### src/rtl/mem_arb_pkg.sv
// Shared types and constants for the memory-port arbiter: FSM states,
// access-size encodings, requester identifiers and the size-to-span helper.
package mem_arb_pkg;

  typedef enum logic [1:0] {
    IDLE  = 2'd0,
    ISSUE = 2'd1,
    RESP  = 2'd2
  } arb_state_t;

  localparam logic [1:0] SZ_BYTE = 2'b00;
  localparam logic [1:0] SZ_HALF = 2'b01;
  localparam logic [1:0] SZ_WORD = 2'b10;
  localparam logic [1:0] SZ_BAD  = 2'b11;

  typedef enum logic {
    REQ_I = 1'b0,
    REQ_D = 1'b1
  } req_id_t;

  // Offset from the first to the last byte touched by an access of this size.
  function automatic logic [1:0] size_span(input logic [1:0] size);
    case (size)
      SZ_BYTE: size_span = 2'd0;
      SZ_HALF: size_span = 2'd1;
      default: size_span = 2'd3;
    endcase
  endfunction

endpackage

### src/rtl/arb_starve_counter.sv
// Saturating count of data grants made while a fetch is waiting; at_limit
// tells the arbiter to hand the next grant to the fetch side.
module arb_starve_counter #(
  parameter int unsigned STARVE_LIMIT = 4
) (
  input  logic clk,
  input  logic rst_n,
  input  logic inc,
  input  logic clr,
  output logic at_limit
);

  localparam logic [3:0] LIMIT = 4'(STARVE_LIMIT);

  logic [3:0] cnt;

  always_ff @(posedge clk or negedge rst_n) begin
    if (!rst_n) begin
      cnt <= 4'd0;
    end else if (clr) begin
      cnt <= 4'd0;
    end else if (inc && !at_limit) begin
      cnt <= cnt + 4'd1;
    end
  end

  assign at_limit = (cnt == LIMIT);

endmodule

### src/rtl/mem_port_arbiter.sv
// Shares one negedge-registered data memory between fetch (I) and
// load/store (D) requesters; one access every two cycles, D has priority.
//
// state | meaning
// IDLE  | no access in flight, waiting for a request
// ISSUE | command on M_*, memory acts at the mid-cycle negedge
// RESP  | RVALID pulse to the served requester; may issue the next access
module mem_port_arbiter
  import mem_arb_pkg::*;
#(
  parameter int unsigned ADDR_W       = 16,
  parameter int unsigned DATA_W       = 32,
  parameter int unsigned STARVE_LIMIT = 4
) (
  input  logic              clk,
  input  logic              rst_n,
  input  logic              i_req,
  input  logic [ADDR_W-1:0] i_addr,
  output logic              i_gnt,
  output logic              i_rvalid,
  output logic [DATA_W-1:0] i_rdata,
  input  logic              d_req,
  input  logic              d_we,
  input  logic [ADDR_W-1:0] d_addr,
  input  logic [DATA_W-1:0] d_wdata,
  input  logic [1:0]        d_size,
  input  logic              d_signed,
  output logic              d_gnt,
  output logic              d_rvalid,
  output logic [DATA_W-1:0] d_rdata,
  output logic              d_err,
  output logic              m_we,
  output logic [ADDR_W-1:0] m_addr,
  output logic [DATA_W-1:0] m_data_in,
  output logic [1:0]        m_data_size,
  output logic              m_signed,
  input  logic [DATA_W-1:0] m_data_out
);

  arb_state_t state, state_nxt;
  req_id_t    owner;
  logic       cmd_we;
  logic       cmd_err;
  logic       at_limit;
  logic       issue_now;
  logic       pick_i;
  logic       pick_d;
  logic       d_bad;
  logic [ADDR_W:0] d_last;

  // Extra carry bit catches accesses whose last byte runs past the top address.
  assign d_last = {1'b0, d_addr} + {{(ADDR_W-1){1'b0}}, size_span(d_size)};
  assign d_bad  = (d_size == SZ_BAD) || d_last[ADDR_W];

  assign issue_now = (state != ISSUE) && (i_req || d_req);
  assign pick_i    = i_req && (!d_req || at_limit);
  assign pick_d    = d_req && !pick_i;

  arb_starve_counter #(
    .STARVE_LIMIT(STARVE_LIMIT)
  ) u_starve (
    .clk     (clk),
    .rst_n   (rst_n),
    .inc     (issue_now && pick_d && i_req),
    .clr     ((issue_now && pick_i) || !i_req),
    .at_limit(at_limit)
  );

  always_ff @(posedge clk or negedge rst_n) begin
    if (!rst_n) begin
      state <= IDLE;
    end else begin
      state <= state_nxt;
    end
  end

  always_comb begin
    state_nxt = state;
    case (state)
      IDLE, RESP: state_nxt = (i_req || d_req) ? ISSUE : IDLE;
      ISSUE:      state_nxt = RESP;
      default:    state_nxt = IDLE;
    endcase
  end

  always_comb begin
    m_we  = 1'b0;
    i_gnt = 1'b0;
    d_gnt = 1'b0;
    if (state == ISSUE) begin
      m_we  = cmd_we;
      i_gnt = (owner == REQ_I);
      d_gnt = (owner == REQ_D);
    end
  end

  // Rejected data accesses keep the previous address and present a word
  // read with write disabled, so the memory sees a harmless cycle.
  always_ff @(posedge clk or negedge rst_n) begin
    if (!rst_n) begin
      owner       <= REQ_I;
      cmd_we      <= 1'b0;
      cmd_err     <= 1'b0;
      m_addr      <= '0;
      m_data_in   <= '0;
      m_data_size <= 2'b00;
      m_signed    <= 1'b0;
    end else if (issue_now) begin
      if (pick_i) begin
        owner       <= REQ_I;
        cmd_we      <= 1'b0;
        cmd_err     <= 1'b0;
        m_addr      <= i_addr;
        m_data_in   <= '0;
        m_data_size <= SZ_WORD;
        m_signed    <= 1'b0;
      end else begin
        owner   <= REQ_D;
        cmd_err <= d_bad;
        if (d_bad) begin
          cmd_we      <= 1'b0;
          m_data_in   <= '0;
          m_data_size <= SZ_WORD;
          m_signed    <= 1'b0;
        end else begin
          cmd_we      <= d_we;
          m_addr      <= d_addr;
          m_data_in   <= d_wdata;
          m_data_size <= d_size;
          m_signed    <= d_signed;
        end
      end
    end
  end

  always_ff @(posedge clk or negedge rst_n) begin
    if (!rst_n) begin
      i_rvalid <= 1'b0;
      i_rdata  <= '0;
      d_rvalid <= 1'b0;
      d_rdata  <= '0;
      d_err    <= 1'b0;
    end else begin
      i_rvalid <= 1'b0;
      d_rvalid <= 1'b0;
      d_err    <= 1'b0;
      if (state == ISSUE) begin
        if (owner == REQ_I) begin
          i_rvalid <= 1'b1;
          i_rdata  <= m_data_out;
        end else begin
          d_rvalid <= 1'b1;
          d_err    <= cmd_err;
          d_rdata  <= (cmd_err || cmd_we) ? '0 : m_data_out;
        end
      end
    end
  end

endmodule
### config.mk
export PLATFORM = sky130hd
export DESIGN_NAME = mem_port_arbiter
export DESIGN_NICKNAME = d
export VERILOG_FILES = /design/src/rtl/mem_arb_pkg.sv /design/src/rtl/arb_starve_counter.sv /design/src/rtl/mem_port_arbiter.sv
export SDC_FILE = /design/constraint.sdc
export NUM_CORES = 1
export LEC_CHECK = 0
export BUFFER_PORTS_ARGS = -buffer_cell sky130_fd_sc_hd__buf_2
export CAP_MARGIN = 30
export CORE_UTILIZATION = 51
export CTS_CLUSTER_SIZE = 20
export DETAILED_ROUTE_END_ITERATION = 10
export GPL_ROUTABILITY_DRIVEN = 0
export GPL_TIMING_DRIVEN = 0
export MAX_ROUTING_LAYER = met4
export PLACE_DENSITY = 0.84
export SLEW_MARGIN = 20
export SYNTH_ARGS = -nofsm -noshare
export SYNTH_HDL_FRONTEND = slang
export SYNTH_SLANG_ARGS = --single-unit
### constraint.sdc
create_clock -name clk -period 3.6 [get_ports clk]
set_clock_uncertainty 0.1 [all_clocks]
set_input_delay 0.9 -clock clk [delete_from_list [all_inputs] [get_ports clk]]
set_output_delay 0.9 -clock clk [all_outputs]
set_load 0.01 [all_outputs]
==> results of run 1 <==
where the power goes:
| group | switching [W] | internal [W] | leakage, nW |
|---|---|---|---|
| logic | 0.000723 | 0.000612 | 1.93 |
| clock network | 0.000633 | 0.00109 | 0.284 |
| registers | 0.000225 | 0.00184 | 1.57 |
sequential cells by signal, indices dropped and copies added (netlist names):
signal        count
m_signed          1
d_err             1
state             2
i_rdata          32
cmd_err           1
owner             1
m_data_in        32
m_data_size       2
cmd_we            1
m_addr           16
d_rvalid          1
u_starve.cnt      4
d_rdata          32
i_rvalid          1
kinds of logic after synthesis:
logic type / count (synthesis)
flops: 127
fa+ha+maj: 3
compound gates: 97
buf+inv: 78
simple gates: 101
mux: 32
Yosys cell counts (all sizes together):
| cell | number | share of area |
|---|---|---|
| o22ai | 1 | 0.0012 |
| clkbuf | 14 | 0.010 |
| nand2 | 70 | 0.051 |
| or3 | 1 | 0.0012 |
| a222oi | 14 | 0.027 |
| o211ai | 1 | 0.0015 |
| nand3 | 2 | 0.0020 |
| mux2 | 32 | 0.071 |
| o21ai | 38 | 0.039 |
| inv | 51 | 0.038 |
| nand4 | 3 | 0.0037 |
| nand4b | 2 | 0.0034 |
| dfrtp | 127 | 0.62 |
| a221oi | 2 | 0.0034 |
| ha | 3 | 0.0074 |
| nor2b | 1 | 0.0012 |
| a21boi | 3 | 0.0044 |
| and3 | 2 | 0.0034 |
| and2 | 4 | 0.0049 |
| a21oi | 1 | 0.00098 |
| nand2b | 1 | 0.0012 |
| a22o | 35 | 0.060 |
| a21o | 1 | 0.0017 |
| nor2 | 11 | 0.012 |
| or4 | 1 | 0.0015 |
| nor3 | 3 | 0.0029 |
| a211oi | 1 | 0.0024 |
| buf | 13 | 0.020 |
worst max path at each step:
stage          startpoint       endpoint  slack [ns]  depth (start not counted)
6_report         state[0]          d_gnt        0.31                          8
5_1_grt          state[0]          d_gnt        0.14                          8
4_1_cts          state[0]          d_gnt        0.26                          8
3_5_place_dp    d_size[1]     m_addr[12]        0.75                          9
3_3_place_gp        rst_n  m_data_in[14]      -0.001                          1
2_1_floorplan   d_size[1]         cmd_we        1.15                          9
layer usage:
metal  track usage  vias to the layer above
met5             -                        -
met4         0.119                        0
met3        0.0602                       23
met2         0.437                      211
met1         0.317                     2100
li1              -                     1987
final cells by class:
| cell class | count | share of cell area |
|---|---|---|
| Clock inverter | 12 | 0.0228 |
| Timing Repair Buffer | 224 | 0.164 |
| Clock buffer | 20 | 0.0634 |
| Buffer | 27 | 0.0221 |
| Multi-Input combinational cell | 233 | 0.224 |
| Inverter | 51 | 0.0280 |
| Tap cell | 133 | 0.0237 |
| Sequential cell | 127 | 0.452 |
metrics by stage:
stage | utilization | power, W | instances
floorplan | - | 0.00275 | 438
global placement | 0.657 | 0.00335 | 794
detailed placement | 0.660 | 0.00342 | 795
CTS | 0.722 | 0.00516 | 827
global route | 0.722 | 0.00541 | 827
finish | 0.722 | 0.00513 | 827
==> impl_metrics.env, run 1 <==
export IMPL_status="completed"
export IMPL_slowest_stage="clkbuf_1"
export IMPL_cts_setup_buffers=0
export IMPL_r2r_start="u_starve.cnt[0]"
export IMPL_rsz0062_at_grt="false"
export IMPL_first_iter_violations=211
export IMPL_clkSlewWorstSetupHoldPaths_ns=0.06
export IMPL_drc=0
export IMPL_dieWidth_um=102
export IMPL_final_layout_size_suffix_gt1_frac=0.447
export IMPL_grt_pass1_vias=4341
export IMPL_final_fill_count=696
export IMPL_layout_min_cycle_time_ns=3.29
export IMPL_synth_area_per_cell_um2=11.7
export IMPL_cp_max_fo=10
export IMPL_clkSinkCount=127
export IMPL_synth_area_mm2=0.00511
export IMPL_cts_root_buf="clkbuf_8"
export IMPL_maxSlewViolCount=0
export IMPL_yosysUniqueCellTypes=37
export IMPL_synth_compound_area_frac=0.142
export IMPL_synth_fa_ha_area_frac=0.00735
export IMPL_critPathRequiredTime_ns=2.60
export IMPL_cts_path_max_buffers=2
export IMPL_post_route_cell_area_mm2=0.00703
export IMPL_worstSetupPathType="reg2out"
export IMPL_cp_cell_sequence="nand2b_1 > buf_6 > inv_6 > nand2_1 > clkbuf_1 > clkbuf_1 > inv_1 > buf_2"
export IMPL_holdWs_ns=0.232
export IMPL_vias=4321
export IMPL_antenna_found_initial=0
export IMPL_worstMarginPinSlew_ns=0.740
export IMPL_synth_xor_area_frac=0
export IMPL_slew_headroom=0.504
export IMPL_critPathCaptureType="output pin"
export IMPL_n_antenna_cell=0
export IMPL_r2r_cells=8
export IMPL_finalSetupViolations=0
export IMPL_min_path_type="in2async"
export IMPL_arrival_ns=2.29
export IMPL_critical_path_top_delay_family="buffers and inverters"
export IMPL_period_share=0.915
export IMPL_critPathLaunchType="register"
export IMPL_vdd_drop_max_mv=0.339
export IMPL_routed_wl_um=13300
export IMPL_r2r_end="m_addr[12]"
export IMPL_synth_warning_count=0
export IMPL_dp_hpwl_um=9630
export IMPL_top_layer="met4"
export IMPL_place_area_mm2=0.00642
export IMPL_io_pins=225
export IMPL_multi_input_area_mm2=0.00158
export IMPL_leakagePower_nw=3.78
export IMPL_slowest_delay_ns=0.39
export IMPL_core_mm2=0.00973
export IMPL_first_pass_iters=5
export IMPL_globalRoute_totalOverflow=0
export IMPL_layout_nets=788
export IMPL_syn_inst=438
export IMPL_numCtsBuffers=17
export IMPL_htreeDepth=4
export IMPL_grt_max_degree=78
export IMPL_dpl_worst_slack_ns=0.755
export IMPL_final_common_cell="buf_2"
export IMPL_num_rows=36
export IMPL_clk_latency_ns=0.51
export IMPL_regToRegSetupSlack_ns=1.59
export IMPL_viasPerCell=5.22
export IMPL_ant_nets=0
export IMPL_fmaxAchievable_mhz=304
export IMPL_synth_top_family_by_area="compound AO/OA/AOI/OAI gates"
export IMPL_syn_num_nets=545
export IMPL_drv_cap=0
export IMPL_gr_usage_all_layers=0.267
export IMPL_muxShareOfSynthArea=0.0706
export IMPL_postCtsResizedCells=0
export IMPL_grt_first_pass_wirelength_um=20500
export IMPL_critical_path_buf_inv_count=6
export IMPL_io_buffers=223
export IMPL_dieArea_mm2=0.0104
export IMPL_seq_area_mm2=0.00318
export IMPL_wl_met1_um=5440
export IMPL_route_met3_wl_um=914
export IMPL_postCtsHoldBufs=0
export IMPL_cts_tree="built"
export IMPL_power_density_mw_per_mm2=730
export IMPL_dr_wl_met2_um=6680
export IMPL_ys_seq_elements=127
export IMPL_setup_tns_ns=0
export IMPL_layout_common_cells="buf_2 (229), dfrtp_1 (127), nand2_1 (70)"
export IMPL_hold_viol=0
export IMPL_synth_simple_area_share=0.0889
export IMPL_areaGrowthSynthToFinish_pct=37.6
export IMPL_yosysSeqAreaShare=0.622
export IMPL_crit_path_frequent_cell="clkbuf_1"
export IMPL_avgRoutedWirePerCell_um=16.1
export IMPL_start_util=0.525
export IMPL_die_height_um=102
export IMPL_fin_ws_ns=0.307
No activity file was read; power rests on OpenSTA's default activity.
==> run 2: changes to the inputs <==
--- a/config.mk
+++ b/config.mk
@@ -11,7 +11,6 @@
 export CTS_CLUSTER_SIZE = 20
 export DETAILED_ROUTE_END_ITERATION = 10
 export GPL_ROUTABILITY_DRIVEN = 0
-export GPL_TIMING_DRIVEN = 0
 export MAX_ROUTING_LAYER = met4
 export PLACE_DENSITY = 0.84
 export SLEW_MARGIN = 20
==> run 2 against run 1 <==
Compared with the run above:
- worst setup slack better by 0.57 ns
- clock power rose by 3%
- sequential share of layout area up 0.53 points
- non-clock buffer count shrank 20
- hold slack improved by 0.076 ns
- first-iteration DRC count down 24%
- sequential power about the same
- cell count is 2.4% lower
==> impl_metrics.env, run 2 (synthesized netlist as in run 1, its figures left out) <==
export IMPL_status="completed"
export IMPL_io_pins=225
export IMPL_grt_max_degree=65
export IMPL_die_height_um=102
export IMPL_layout_nets=768
export IMPL_vias=4197
export IMPL_comb_power_share=0.254
export IMPL_clkSinkCount=127
export IMPL_gr_usage_all_layers=0.262
export IMPL_postCtsHoldBufs=0
export IMPL_p_switching_w=0.00158
export IMPL_internal_power_w=0.00357
export IMPL_grt_first_pass_wirelength_um=19700
export IMPL_r2r_start="state[0]"
export IMPL_utilization=0.714
export IMPL_cts_tree="built"
export IMPL_avgRoutedWirePerCell_um=15.8
export IMPL_top_regs="d_rdata: 32 flops, i_rdata: 32 flops, m_data_in: 32 flops"
export IMPL_period_share=0.757
export IMPL_dieArea_mm2=0.0104
export IMPL_seq_area_mm2=0.00318
export IMPL_cts_path_max_buffers=2
export IMPL_finalSetupViolations=0
export IMPL_antenna_found_initial=0
export IMPL_r2r_end="m_addr[13]"
export IMPL_layout_common_cells="buf_2 (223), dfrtp_1 (127), nand2_1 (69)"
export IMPL_areaGrowthSynthToFinish_pct=36.0
export IMPL_worstMarginPinSlew_ns=0.685
export IMPL_r2r_cells=6
export IMPL_multi_input_area_mm2=0.00160
export IMPL_clockPowerShare=0.346
export IMPL_viasPerCell=5.20
export IMPL_grt_pass1_vias=4026
export IMPL_cp_max_fo=9
export IMPL_final_fill_count=702
export IMPL_worstSetupPathType="reg2out"
export IMPL_cts_root_buf="clkbuf_8"
export IMPL_layout_min_cycle_time_ns=2.73
export IMPL_leakagePower_nw=3.75
export IMPL_holdWs_ns=0.308
export IMPL_critPathLaunchType="register"
export IMPL_clk_latency_ns=0.52
export IMPL_vdd_drop_max_mv=0.315
export IMPL_globalRoute_totalOverflow=0
export IMPL_min_path_type="in2async"
export IMPL_num_rows=36
export IMPL_htreeDepth=4
export IMPL_first_iter_violations=161
export IMPL_drv_cap=0
export IMPL_ant_nets=0
export IMPL_setup_tns_ns=0
export IMPL_routed_wl_um=12700
export IMPL_dp_hpwl_um=9020
export IMPL_rsz0062_at_grt="false"
export IMPL_cts_setup_buffers=0
export IMPL_io_buffers=224
export IMPL_n_antenna_cell=0
export IMPL_postCtsResizedCells=0
export IMPL_drc=0
export IMPL_dpl_worst_slack_ns=0.768
export IMPL_maxSlewViolCount=0
export IMPL_arrival_ns=1.73
export IMPL_fin_ws_ns=0.874
export IMPL_clkSlewWorstSetupHoldPaths_ns=0.06
export IMPL_critPathCaptureType="output pin"
export IMPL_power_share_sequential=0.400
export IMPL_regToRegSetupSlack_ns=1.41
export IMPL_numCtsBuffers=17
export IMPL_critPathRequiredTime_ns=2.60
export IMPL_first_pass_iters=7
export IMPL_final_common_cell="buf_2"
export IMPL_start_util=0.525
export IMPL_hold_viol=0
export IMPL_power_density_mw_per_mm2=742
export IMPL_slew_headroom=0.543
export IMPL_dieWidth_um=102
export IMPL_fmaxAchievable_mhz=367
export IMPL_switching_share=0.307
export IMPL_final_layout_size_suffix_gt1_frac=0.457
export IMPL_core_mm2=0.00973
## run 2: changes by cell type in the layout (fill, tap and decap cells not counted), moves of 2 or more
cell        previous run  this run
buf_4                  1         7
buf_6                  5         0
clkinvlp_4             4         1
clkbuf_1              15         0
nor2_4                 2         4
inv_6                  2         5
buf_2                229       223
clkbuf_8               3         1
## run 2: area by class of cell
cell class | count | area share
Clock buffer | 17 | 0.0596
Clock inverter | 15 | 0.0299
Inverter | 51 | 0.0283
Multi-Input combinational cell | 233 | 0.230
Sequential cell | 127 | 0.457
Tap cell | 133 | 0.0240
Timing Repair Buffer | 231 | 0.171
## run 2: through the flow
step | total power (W) | instance area, µm² | cells
3_5_place_dp | 0.00340 | 6320 | 775
3_3_place_gp | 0.00333 | 6320 | 775
6_report | 0.00515 | 6950 | 807
2_1_floorplan | 0.00275 | 5110 | 438
5_1_grt | 0.00546 | 6950 | 807
4_1_cts | 0.00520 | 6950 | 807
## run 2: critical path, cell delays in order, from the launching register on
cell and delay (ns):
dfrtp_1 0.35, nand2b_1 0.35, inv_6 0.19, nand2_2 0.08, inv_1 0.09, buf_2 0.15
## run 2: worst max path at each step
stage,slack [ns],end,from,cells after the start
final,0.87,d_gnt,state[1],5
after CTS,0.82,d_gnt,state[1],5
after floorplan,1.15,cmd_we,d_size[1],9
after global placement,0.85,m_addr[15],d_size[1],7
after global routing,0.74,d_gnt,state[1],5
after detailed placement,0.77,m_addr[15],d_size[1],7
## run 2: power groups by stage
stage	Sequential (W)	Clock (W)	Combinational (W)
finish	0.00206	0.00178	0.00131
global route	0.00211	0.00188	0.00146
CTS	0.00206	0.00181	0.00132
detailed placement	0.00208	0	0.00132
global placement	0.00205	0	0.00127
floorplan	0.00226	0	0.000491
## run 2: layer usage
layer / share of wire / routed length [µm] / GRT usage / vias to the layer above
met5: 0 / 0 / - / -
met4: 0.020 / 254 / 0.111 / 0
met3: 0.069 / 872 / 0.0821 / 23
met2: 0.50 / 6340 / 0.411 / 197
met1: 0.41 / 5250 / 0.312 / 2018
li1: - / - / - / 1959
==> run 3: changes to the inputs <==
--- a/config.mk
+++ b/config.mk
@@ -7,12 +7,12 @@
 export LEC_CHECK = 0
 export BUFFER_PORTS_ARGS = -buffer_cell sky130_fd_sc_hd__buf_2
 export CAP_MARGIN = 30
-export CORE_UTILIZATION = 51
+export CORE_UTILIZATION = 47
 export CTS_CLUSTER_SIZE = 20
 export DETAILED_ROUTE_END_ITERATION = 10
 export GPL_ROUTABILITY_DRIVEN = 0
 export MAX_ROUTING_LAYER = met4
-export PLACE_DENSITY = 0.84
+export PLACE_DENSITY = 0.79
 export SLEW_MARGIN = 20
 export SYNTH_ARGS = -nofsm -noshare
 export SYNTH_HDL_FRONTEND = slang
==> constraint.sdc (replaced) <==
create_clock -name clk -period 2.8 [get_ports clk]
set_clock_uncertainty 0.1 [all_clocks]
set_input_delay 0.7 -clock clk [delete_from_list [all_inputs] [get_ports clk]]
set_output_delay 0.7 -clock clk [all_outputs]
set_load 0.01 [all_outputs]
==> run 3 against run 2 <==
Compared with the run above:
- via count up 1.3%
- sequential power grew 29%
- cell area up 0.25%
- cell count is 0.37% higher
- clock power up 29%
- die area increased by 8.3%
- sequential share of layout area down 0.12 points
- routed wire length is 0.84% higher
- hold slack worse by 0.14 ns
==> impl_metrics.env, run 3 (synthesized netlist as in run 1, its figures left out) <==
export IMPL_viasPerCell=5.25
export IMPL_globalRoute_totalOverflow=0
export IMPL_clk_latency_ns=0.49
export IMPL_postCtsHoldBufs=0
export IMPL_worstMarginPinSlew_ns=0.685
export IMPL_layout_min_cycle_time_ns=2.65
export IMPL_maxSlewViolCount=0
export IMPL_worstSetupPathType="reg2out"
export IMPL_min_path_type="in2async"
export IMPL_grt_max_degree=128
export IMPL_comb_power_share=0.255
export IMPL_critPathLaunchType="register"
export IMPL_arrival_ns=1.85
export IMPL_final_layout_size_suffix_gt1_frac=0.455
export IMPL_avgRoutedWirePerCell_um=15.8
export IMPL_routed_wl_um=12800
export IMPL_cts_root_buf="clkbuf_8"
export IMPL_cp_max_fo=12
export IMPL_cp_cell_sequence="nand2b_1 > nor2_4 > buf_2"
export IMPL_critical_path_top_delay_family="simple AND/OR/NAND/NOR gates"
export IMPL_dieArea_mm2=0.0113
export IMPL_layout_common_cells="buf_2 (223), dfrtp_1 (127), nand2_1 (69)"
export IMPL_status="completed"
export IMPL_first_iter_violations=282
export IMPL_fmaxAchievable_mhz=377
export IMPL_dieWidth_um=106
export IMPL_slowest_stage="nor2_4"
export IMPL_layout_cells_non_filler=810
export IMPL_vias=4252
export IMPL_vdd_drop_max_mv=0.445
export IMPL_layout_nets=768
export IMPL_slowest_delay_ns=0.44
export IMPL_cts_tree="built"
export IMPL_internal_power_w=0.00460
export IMPL_finalSetupViolations=0
export IMPL_cts_path_max_buffers=2
export IMPL_grt_first_pass_wirelength_um=20400
export IMPL_slew_headroom=0.544
export IMPL_switching_share=0.306
export IMPL_gr_usage_all_layers=0.241
export IMPL_clkSlewWorstSetupHoldPaths_ns=0.06
export IMPL_drc=0
export IMPL_final_common_cell="buf_2"
export IMPL_io_pins=225
export IMPL_clkSinkCount=127
export IMPL_ant_nets=0
export IMPL_setup_tns_ns=0
export IMPL_dpl_worst_slack_ns=0.255
export IMPL_start_util=0.490
export IMPL_antenna_found_initial=0
export IMPL_dp_hpwl_um=8990
export IMPL_cts_setup_buffers=0
export IMPL_core_mm2=0.0104
export IMPL_htreeDepth=4
export IMPL_critPathCaptureType="output pin"
export IMPL_numCtsBuffers=17
export IMPL_final_fill_count=823
export IMPL_drv_cap=0
export IMPL_areaGrowthSynthToFinish_pct=36.4
export IMPL_power_density_mw_per_mm2=952
export IMPL_p_switching_w=0.00203
export IMPL_period_share=0.947
export IMPL_power_share_sequential=0.400
export IMPL_n_antenna_cell=0
export IMPL_leakagePower_nw=3.75
export IMPL_postCtsResizedCells=0
export IMPL_rsz0062_at_grt="false"
export IMPL_grt_pass1_vias=4139
export IMPL_hold_viol=0
export IMPL_first_pass_iters=8
export IMPL_holdWs_ns=0.165
export IMPL_die_height_um=106
export IMPL_critical_path_buf_inv_count=1
export IMPL_num_rows=37
export IMPL_dp_cells=778
export IMPL_clockPowerShare=0.345
export IMPL_fin_ws_ns=0.148
export IMPL_io_buffers=224
export IMPL_critPathRequiredTime_ns=2.00
export IMPL_top_regs="d_rdata: 32 flops, i_rdata: 32 flops, m_data_in: 32 flops"
-- run 3: worst register-to-register path: cells and delay by family, from the launching register on --
family          cells  cell delay (ns)
compound gates      2             0.45
flops               1             0.38
simple gates        3             0.95
buf+inv             1             0.25
-- run 3: layer usage --
layer  share of wire  wire length [µm]  GRT usage
met1            0.41              5290      0.307
met4           0.020               260     0.0893
met2            0.49              6250      0.382
met3           0.079              1020     0.0533
met5               0                 0          -
-- run 3: worst paths after layout --
check                      slack [ns]  cells past startpoint            end       start
setup / recovery                 0.15                      3          i_gnt    state[1]
hold / removal                   0.16                      2     d_rdata[4]       rst_n
setup reg to reg                 0.60                      6  m_data_in[12]    state[0]
hold reg to reg                  0.34                      1       state[0]    state[0]
max in group asynchronous        1.89                      2       state[0]       rst_n
min in group clk                 0.31                      2   m_data_in[1]  d_wdata[1]
-- run 3: metrics by stage --
| step | cell area, µm² | util | total power (W) |
|---|---|---|---|
| floorplan | 5110 | - | 0.00354 |
| global placement | 6340 | 0.609 | 0.00429 |
| detailed placement | 6340 | 0.609 | 0.00438 |
| CTS | 6960 | 0.669 | 0.00669 |
| global route | 6960 | 0.669 | 0.00697 |
| finish | 6960 | 0.669 | 0.00663 |
-- run 3: area by class of cell --
type,count,area [µm²],area share
inverters,51,196,0.0282
clock buffers,18,418,0.0600
flip-flops and latches,127,3180,0.456
well taps,136,170,0.0244
multi-input cells,233,1600,0.229
clock inverters,14,205,0.0295
repair buffers,231,1200,0.172
-- run 3: power by group through the flow --
stage | clock (W) | combinational (W) | sequential [W]
3_5_place_dp | 0 | 0.00171 | 0.00267
5_1_grt | 0.00240 | 0.00186 | 0.00271
3_3_place_gp | 0 | 0.00165 | 0.00264
2_1_floorplan | 0 | 0.000631 | 0.00291
4_1_cts | 0.00232 | 0.00171 | 0.00265
6_report | 0.00229 | 0.00169 | 0.00265
